### config.mk
export PLATFORM = sky130hd
export DESIGN_NAME = spi_cs_ctrl
export DESIGN_NICKNAME = d
export VERILOG_FILES = /design/src/rtl/spi_cs_ctrl.sv
export SDC_FILE = /design/constraint.sdc
export NUM_CORES = 1
export LEC_CHECK = 0
export BUFFER_PORTS_ARGS = -buffer_cell sky130_fd_sc_hd__buf_2
export CORE_AREA = 2 2 48 50
export DETAILED_ROUTE_END_ITERATION = 10
export DIE_AREA = 0 0 50 52
export MAX_ROUTING_LAYER = met4
export PLACE_DENSITY = 0.76
export SLEW_MARGIN = 20
export SYNTH_ARGS = -nofsm -noshare
export SYNTH_HDL_FRONTEND = slang
export SYNTH_SLANG_ARGS = --single-unit
### constraint.sdc
create_clock -name clk -period 1.64 [get_ports clk]
set_input_delay 0.082 -clock clk [delete_from_list [all_inputs] [get_ports clk]]
set_output_delay 0.082 -clock clk [all_outputs]
set_load 0.03 [all_outputs]
### src/rtl/spi_cs_ctrl.sv
// spi_cs_ctrl: multi-slave SPI chip-select sequencer with CS setup, hold and minimum-gap timing.
// Define CS_TIMEOUT_EN to add a watchdog that ends a stalled ACTIVE phase through the normal hold/gap path.
module spi_cs_ctrl #(
    parameter int NUM_SLAVES  = 4,
    parameter int SEL_W       = 2,
    parameter int SETUP_CYC   = 2,
    parameter int HOLD_CYC    = 2,
    parameter int GAP_CYC     = 4,
    parameter int TIMEOUT_CYC = 255,
    parameter int CNT_W       = 8
) (
    input  logic                  clk,
    input  logic                  rst,
    input  logic                  transmit,
    input  logic [SEL_W-1:0]      sel,
    input  logic                  done,
    output logic [NUM_SLAVES-1:0] ss_n,
    output logic                  xfer_go,
    output logic                  busy,
    output logic                  sel_err,
    output logic                  timeout
);

    typedef enum logic [2:0] {
        IDLE,
        SETUP,
        ACTIVE,
        HOLD,
        GAP
    } state_t;

    localparam int                    SEL_LW    = SEL_W + 1;
    localparam logic [CNT_W-1:0]      SETUP_LD  = CNT_W'(SETUP_CYC - 1);
    localparam logic [CNT_W-1:0]      HOLD_LD   = CNT_W'(HOLD_CYC - 1);
    localparam logic [CNT_W-1:0]      GAP_LD    = CNT_W'(GAP_CYC - 1);
    localparam logic [CNT_W-1:0]      CNT_ONE   = CNT_W'(1);
    localparam logic [SEL_LW-1:0]     SEL_LIMIT = SEL_LW'(NUM_SLAVES);
    localparam logic [NUM_SLAVES-1:0] SS_ONE    = NUM_SLAVES'(1);
    localparam longint                CNT_MAX   = (longint'(1) << CNT_W) - 1;

    // Every counter preload must fit in cnt and every select must be addressable by sel.
    localparam bit CFG_OK = (NUM_SLAVES >= 1) && (NUM_SLAVES <= 16) &&
                            ((longint'(1) << SEL_W) >= NUM_SLAVES) &&
                            (SETUP_CYC >= 1) && (HOLD_CYC >= 1) && (GAP_CYC >= 1) &&
                            (TIMEOUT_CYC >= 1) &&
                            (SETUP_CYC <= CNT_MAX) && (HOLD_CYC <= CNT_MAX) &&
                            (GAP_CYC <= CNT_MAX) && (TIMEOUT_CYC <= CNT_MAX);

`ifdef CS_TIMEOUT_EN
    localparam logic [CNT_W-1:0] TO_LAST = CNT_W'(TIMEOUT_CYC - 1);
`endif

    state_t                  state;
    state_t                  state_d;
    logic [CNT_W-1:0]        cnt;
    logic [CNT_W-1:0]        cnt_d;
    logic [SEL_W-1:0]        sel_q;
    logic [SEL_W-1:0]        sel_q_d;
    logic [NUM_SLAVES-1:0]   ss_n_d;
    logic                    xfer_go_d;
    logic                    sel_err_d;
`ifdef CS_TIMEOUT_EN
    logic                    timeout_d;
`endif

    always_ff @(posedge clk) begin
        if (rst) begin
            state   <= IDLE;
            cnt     <= '0;
            sel_q   <= '0;
            ss_n    <= '1;
            xfer_go <= 1'b0;
            busy    <= 1'b0;
            sel_err <= 1'b0;
        end else begin
            state   <= state_d;
            cnt     <= cnt_d;
            sel_q   <= sel_q_d;
            ss_n    <= ss_n_d;
            xfer_go <= xfer_go_d;
            busy    <= (state_d != IDLE);
            sel_err <= sel_err_d;
        end
    end

`ifdef CS_TIMEOUT_EN
    always_ff @(posedge clk) begin
        if (rst) begin
            timeout <= 1'b0;
        end else begin
            timeout <= timeout_d;
        end
    end
`else
    assign timeout = 1'b0;
`endif

    // In ACTIVE the shared counter doubles as the watchdog, counting up from zero.
    always_comb begin
        state_d   = state;
        cnt_d     = cnt;
        sel_q_d   = sel_q;
        ss_n_d    = ss_n;
        xfer_go_d = 1'b0;
        sel_err_d = 1'b0;
`ifdef CS_TIMEOUT_EN
        timeout_d = 1'b0;
`endif
        case (state)
            IDLE: begin
                if (transmit) begin
                    if ({1'b0, sel} < SEL_LIMIT) begin
                        sel_q_d = sel;
                        ss_n_d  = ~(SS_ONE << sel);
                        cnt_d   = SETUP_LD;
                        state_d = SETUP;
                    end else begin
                        sel_err_d = 1'b1;
                    end
                end
            end
            SETUP: begin
                if (cnt == '0) begin
                    xfer_go_d = 1'b1;
                    cnt_d     = '0;
                    state_d   = ACTIVE;
                end else begin
                    cnt_d = cnt - CNT_ONE;
                end
            end
            ACTIVE: begin
                if (done) begin
                    cnt_d   = HOLD_LD;
                    state_d = HOLD;
                end
`ifdef CS_TIMEOUT_EN
                else if (cnt == TO_LAST) begin
                    timeout_d = 1'b1;
                    cnt_d     = HOLD_LD;
                    state_d   = HOLD;
                end else begin
                    cnt_d = cnt + CNT_ONE;
                end
`endif
            end
            HOLD: begin
                if (cnt == '0) begin
                    ss_n_d  = '1;
                    cnt_d   = GAP_LD;
                    state_d = GAP;
                end else begin
                    cnt_d = cnt - CNT_ONE;
                end
            end
            GAP: begin
                if (cnt == '0) begin
                    state_d = IDLE;
                end else begin
                    cnt_d = cnt - CNT_ONE;
                end
            end
            default: begin
                state_d = IDLE;
                ss_n_d  = '1;
                cnt_d   = '0;
            end
        endcase
    end

    // Structural guarantees: legal configuration, one select at most, and it matches the latched index.
    a_cfg_ok: assert property (@(posedge clk) CFG_OK);

    a_one_select: assert property (@(posedge clk) disable iff (rst) $onehot0(~ss_n));

    a_select_matches: assert property (@(posedge clk) disable iff (rst)
        (ss_n != '1) |-> (ss_n == ~(SS_ONE << sel_q)));

    a_busy_tracks_state: assert property (@(posedge clk) disable iff (rst)
        busy == (state != IDLE));

endmodule

==> key figures <==
Timing
  – Fin. max-slew vios: 0
  – Setup WS post-layout: -18.07 ps
  – Clock period minus final worst setup slack: 1658 ps
  – Tcrit/Tclk final: 101.1%
  – Final setup fails: 1
  – Clk_skew: 3.203 ps
  – Fin. Hold Viols: 0
  – Hold Slack: 92.15 ps
  – RSZ-0062 raised after global routing: true
  – Highest achievable clock rate: 603.1 MHz

GRT
  – Initial antenna violation count: 0
  – Grt peak-use layer: met2
  – Routing usage on met2: 30.70%
  – Grt total ovfl: 0
  – Number of global-route vias before repair: 859
  – Met3 Use GR: 3.736%
  – M1 GR Usage: 21.82%
  – First-pass GRT wire length: 3622 µm
  – Gr usage total: 18.94%
  – Largest net degree at the start of global routing: 16

Routing
  – Via density: 5.613
  – DRT Wirelength: 2272 µm
  – Initial DRC count: 31
  – Vias: 943
  – DRT antenna net count: 0
  – DRT Pass-1 Iters: 4
  – DRC viols: 0
  – Drt wl/cell: 13.52 µm

Run status
  – Failing checks: negative setup slack
  – Status: finished, violations left

Job
  – Max cap viols: 0

Synth
  – Synth cell types: 41
  – Async S/R FF share, synth: 0%
  – Seq/Total Area, Yosys: 35.28%
  – Largest cells by area after synthesis: dfxtp_1, a31oi_1, nor2_1, nand2_1, nor3_1
  – Share of the synthesized area in the top cell type: 35.28%
  – Syn Inst Count: 115
  – Synth Cell Area: 964.7 µm²
  – Syn. warnings: 0
  – Synth area leader: dfxtp_1
  – Post-synth EDFFs: 0
  – Avg Inst Size Synth: 8.388 µm²
  – Top FF cell, synth: dfxtp_1
  – Synth Register Bits: 17

Worst hold path
  – Worst Hold Endpoint: ss_n[0]
  – Hold path depth: 3
  – Worst hold path class: input port to register
  – HP Start: sel[0]

Clocking
  – Clock root cell: clkbuf_4
  – Inserted Clock Buffers: 3
  – CTS H-Tree Depth: 1
  – Worst skew pair latency: 290 ps
  – Clock sink count: 17
  – CTS tree: done
  – CTS max path bufs: 2
  – Worst-path clk slew: 100 ps

Final layout
  – Final net count: 148
  – Commonest cells after routing, fill and taps aside: buf_4, dfxtp_1, nor2_1
  – Layout cells sized above 1: 37.86%
  – Most common cell after layout, fill and taps aside: buf_4
  – Fillers: 181
  – N_diodes: 0
  – P&R area growth vs syn: 27.11%

Setup path
  – Reg-to-reg endpoint: cnt[7]
  – Worst R2R Path Depth: 6
  – Worst r2r src: cnt[5]
  – Worst Setup Start Kind: register
  – Crit path cell chain: nor4_4 -> buf_4 -> a21boi_4 -> nand4b_1 -> xnor2_1 -> o21a_1
  – CP max FO: 4
  – Slowest CP cell: dfxtp_2
  – Critical path data arrival time: 1900 ps
  – R2R Setup Slk: -20 ps
  – Crit Path Class: register to register
  – Crit. End Element: register
  – CP required: 1880 ps
  – Max incr delay on CP: 350 ps

Pwr
  – LEAKAGE: 0.4718 nW
  – Peak supply drop: 0.7741 mV
  – Final Power: 0.002307 W
  – PD cells: 1882 nW/µm²

Placed design
  – Post-DP HPWL: 1590 µm
  – Placer Congestion: 0.8308
  – Number of I/O port buffers: 11
  – Pre-CTS setup slack: -59.67 ps

Floorplan
  – Cell Rows: 17
  – Initial Util: 45.81%
  – CORE AREA: 2106 µm²
  – Die area: 2600 µm²
  – I/O pin total: 14
  – Die height: 52 µm
  – Die X: 50 µm
## what timing repair did
| action | CTS | global route |
|---|---|---|
| pin swaps | 0 | 10 |
| endpoints found under the setup margin | 8 | 14 |
| gates resized for setup | 3 | 19 |
| endpoints found under the hold margin | 0 | 0 |
| setup buffers | 0 | 2 |
| hold buffers | 0 | 0 |
## routing by layer
| layer | vias up | wire length [µm] |
|---|---|---|
| met3 | 4 | 107 |
| met4 | 0 | 38 |
| met2 | 29 | 1129 |
| met5 | - | 0 |
| met1 | 447 | 997 |
| li1 | 463 | - |
## where the power goes
| group | switching, W | leakage [nW] | internal (W) |
|---|---|---|---|
| registers | 0.000122 | 0.141 | 0.000533 |
| logic | 0.000724 | 0.316 | 0.000701 |
| clock network | 0.000133 | 0.0150 | 0.0000946 |
| total | 0.000979 | 0.472 | 0.00133 |
## worst max-delay path by stage
stage	slack, ps	cells past startpoint	end	startpoint
2_1_floorplan	1	8	cnt[0]	cnt[0]
3_3_place_gp	7	7	cnt[0]	cnt[0]
3_5_place_dp	-60	6	state[0]	cnt[0]
4_1_cts	10	5	cnt[5]	state[0]
5_1_grt	-90	6	cnt[7]	cnt[5]
6_report	-20	6	cnt[7]	cnt[5]
## synth_stat cells (2+ instances only)
| master | n |
|---|---|
| nand3_1 | 4 |
| a21oi_1 | 4 |
| o21ai_2 | 2 |
| o21ai_0 | 2 |
| nor2_1 | 12 |
| nand2_1 | 10 |
| dfxtp_1 | 17 |
| a32oi_1 | 2 |
| buf_2 | 2 |
| a31oi_1 | 10 |
| buf_4 | 2 |
| nor2b_1 | 4 |
| inv_1 | 5 |
| nor3b_2 | 2 |
| buf_6 | 2 |
| xnor2_1 | 2 |
| o21a_1 | 2 |
| nor3_1 | 7 |
| nand2b_1 | 2 |
## registers in the layout, indices dropped and copies added, names as in the netlist
name / cells
state: 3
busy: 1
xfer_go: 1
ss_n: 4
cnt: 8
## worst max-delay path: cells and delay by family, from the launching register on
kind	cells	cell delay, ps
and+or+nand+nor	2	470
buffers and inverters	1	190
xor gates and xnor gates	1	240
DFF	1	350
AOI/OAI and AO/OA	2	350
## through the flow
| step | util, % | TNS [ps] | area (µm²) | std cells |
|---|---|---|---|---|
| after floorplan | - | 0 | 968.4 | 116 |
| after global placement | 52.82 | 0 | 1112 | 162 |
| after detailed placement | 52.82 | -228.3 | 1112 | 162 |
| after CTS | 54.25 | 0 | 1142 | 166 |
| after global routing | 58.23 | -249.1 | 1226 | 168 |
| final | 58.23 | -18.07 | 1226 | 168 |
## cells by family (layout without fill, tap and decap cells)
family	count (synthesis)	in the layout	share of synthesized area, %
compound gates	31	31	22.70
buf+inv	12	36	7.263
fa+ha+maj	1	1	1.297
mux	1	1	1.038
flops	17	17	35.28
simple gates	50	50	30.22
other cells	1	2	0.3887
xor+xnor	2	2	1.816
## final cells by class
class / count / area, µm² / area share [%]
Multi-Input combinational cell: 87 / 625.6 / 51.02
Sequential cell: 17 / 345.3 / 28.16
Timing Repair Buffer: 27 / 175.2 / 14.29
Tap cell: 28 / 35.03 / 2.857
Clock buffer: 4 / 26.28 / 2.143
Inverter: 5 / 18.77 / 1.531
Power figures use the tool's default switching activity.
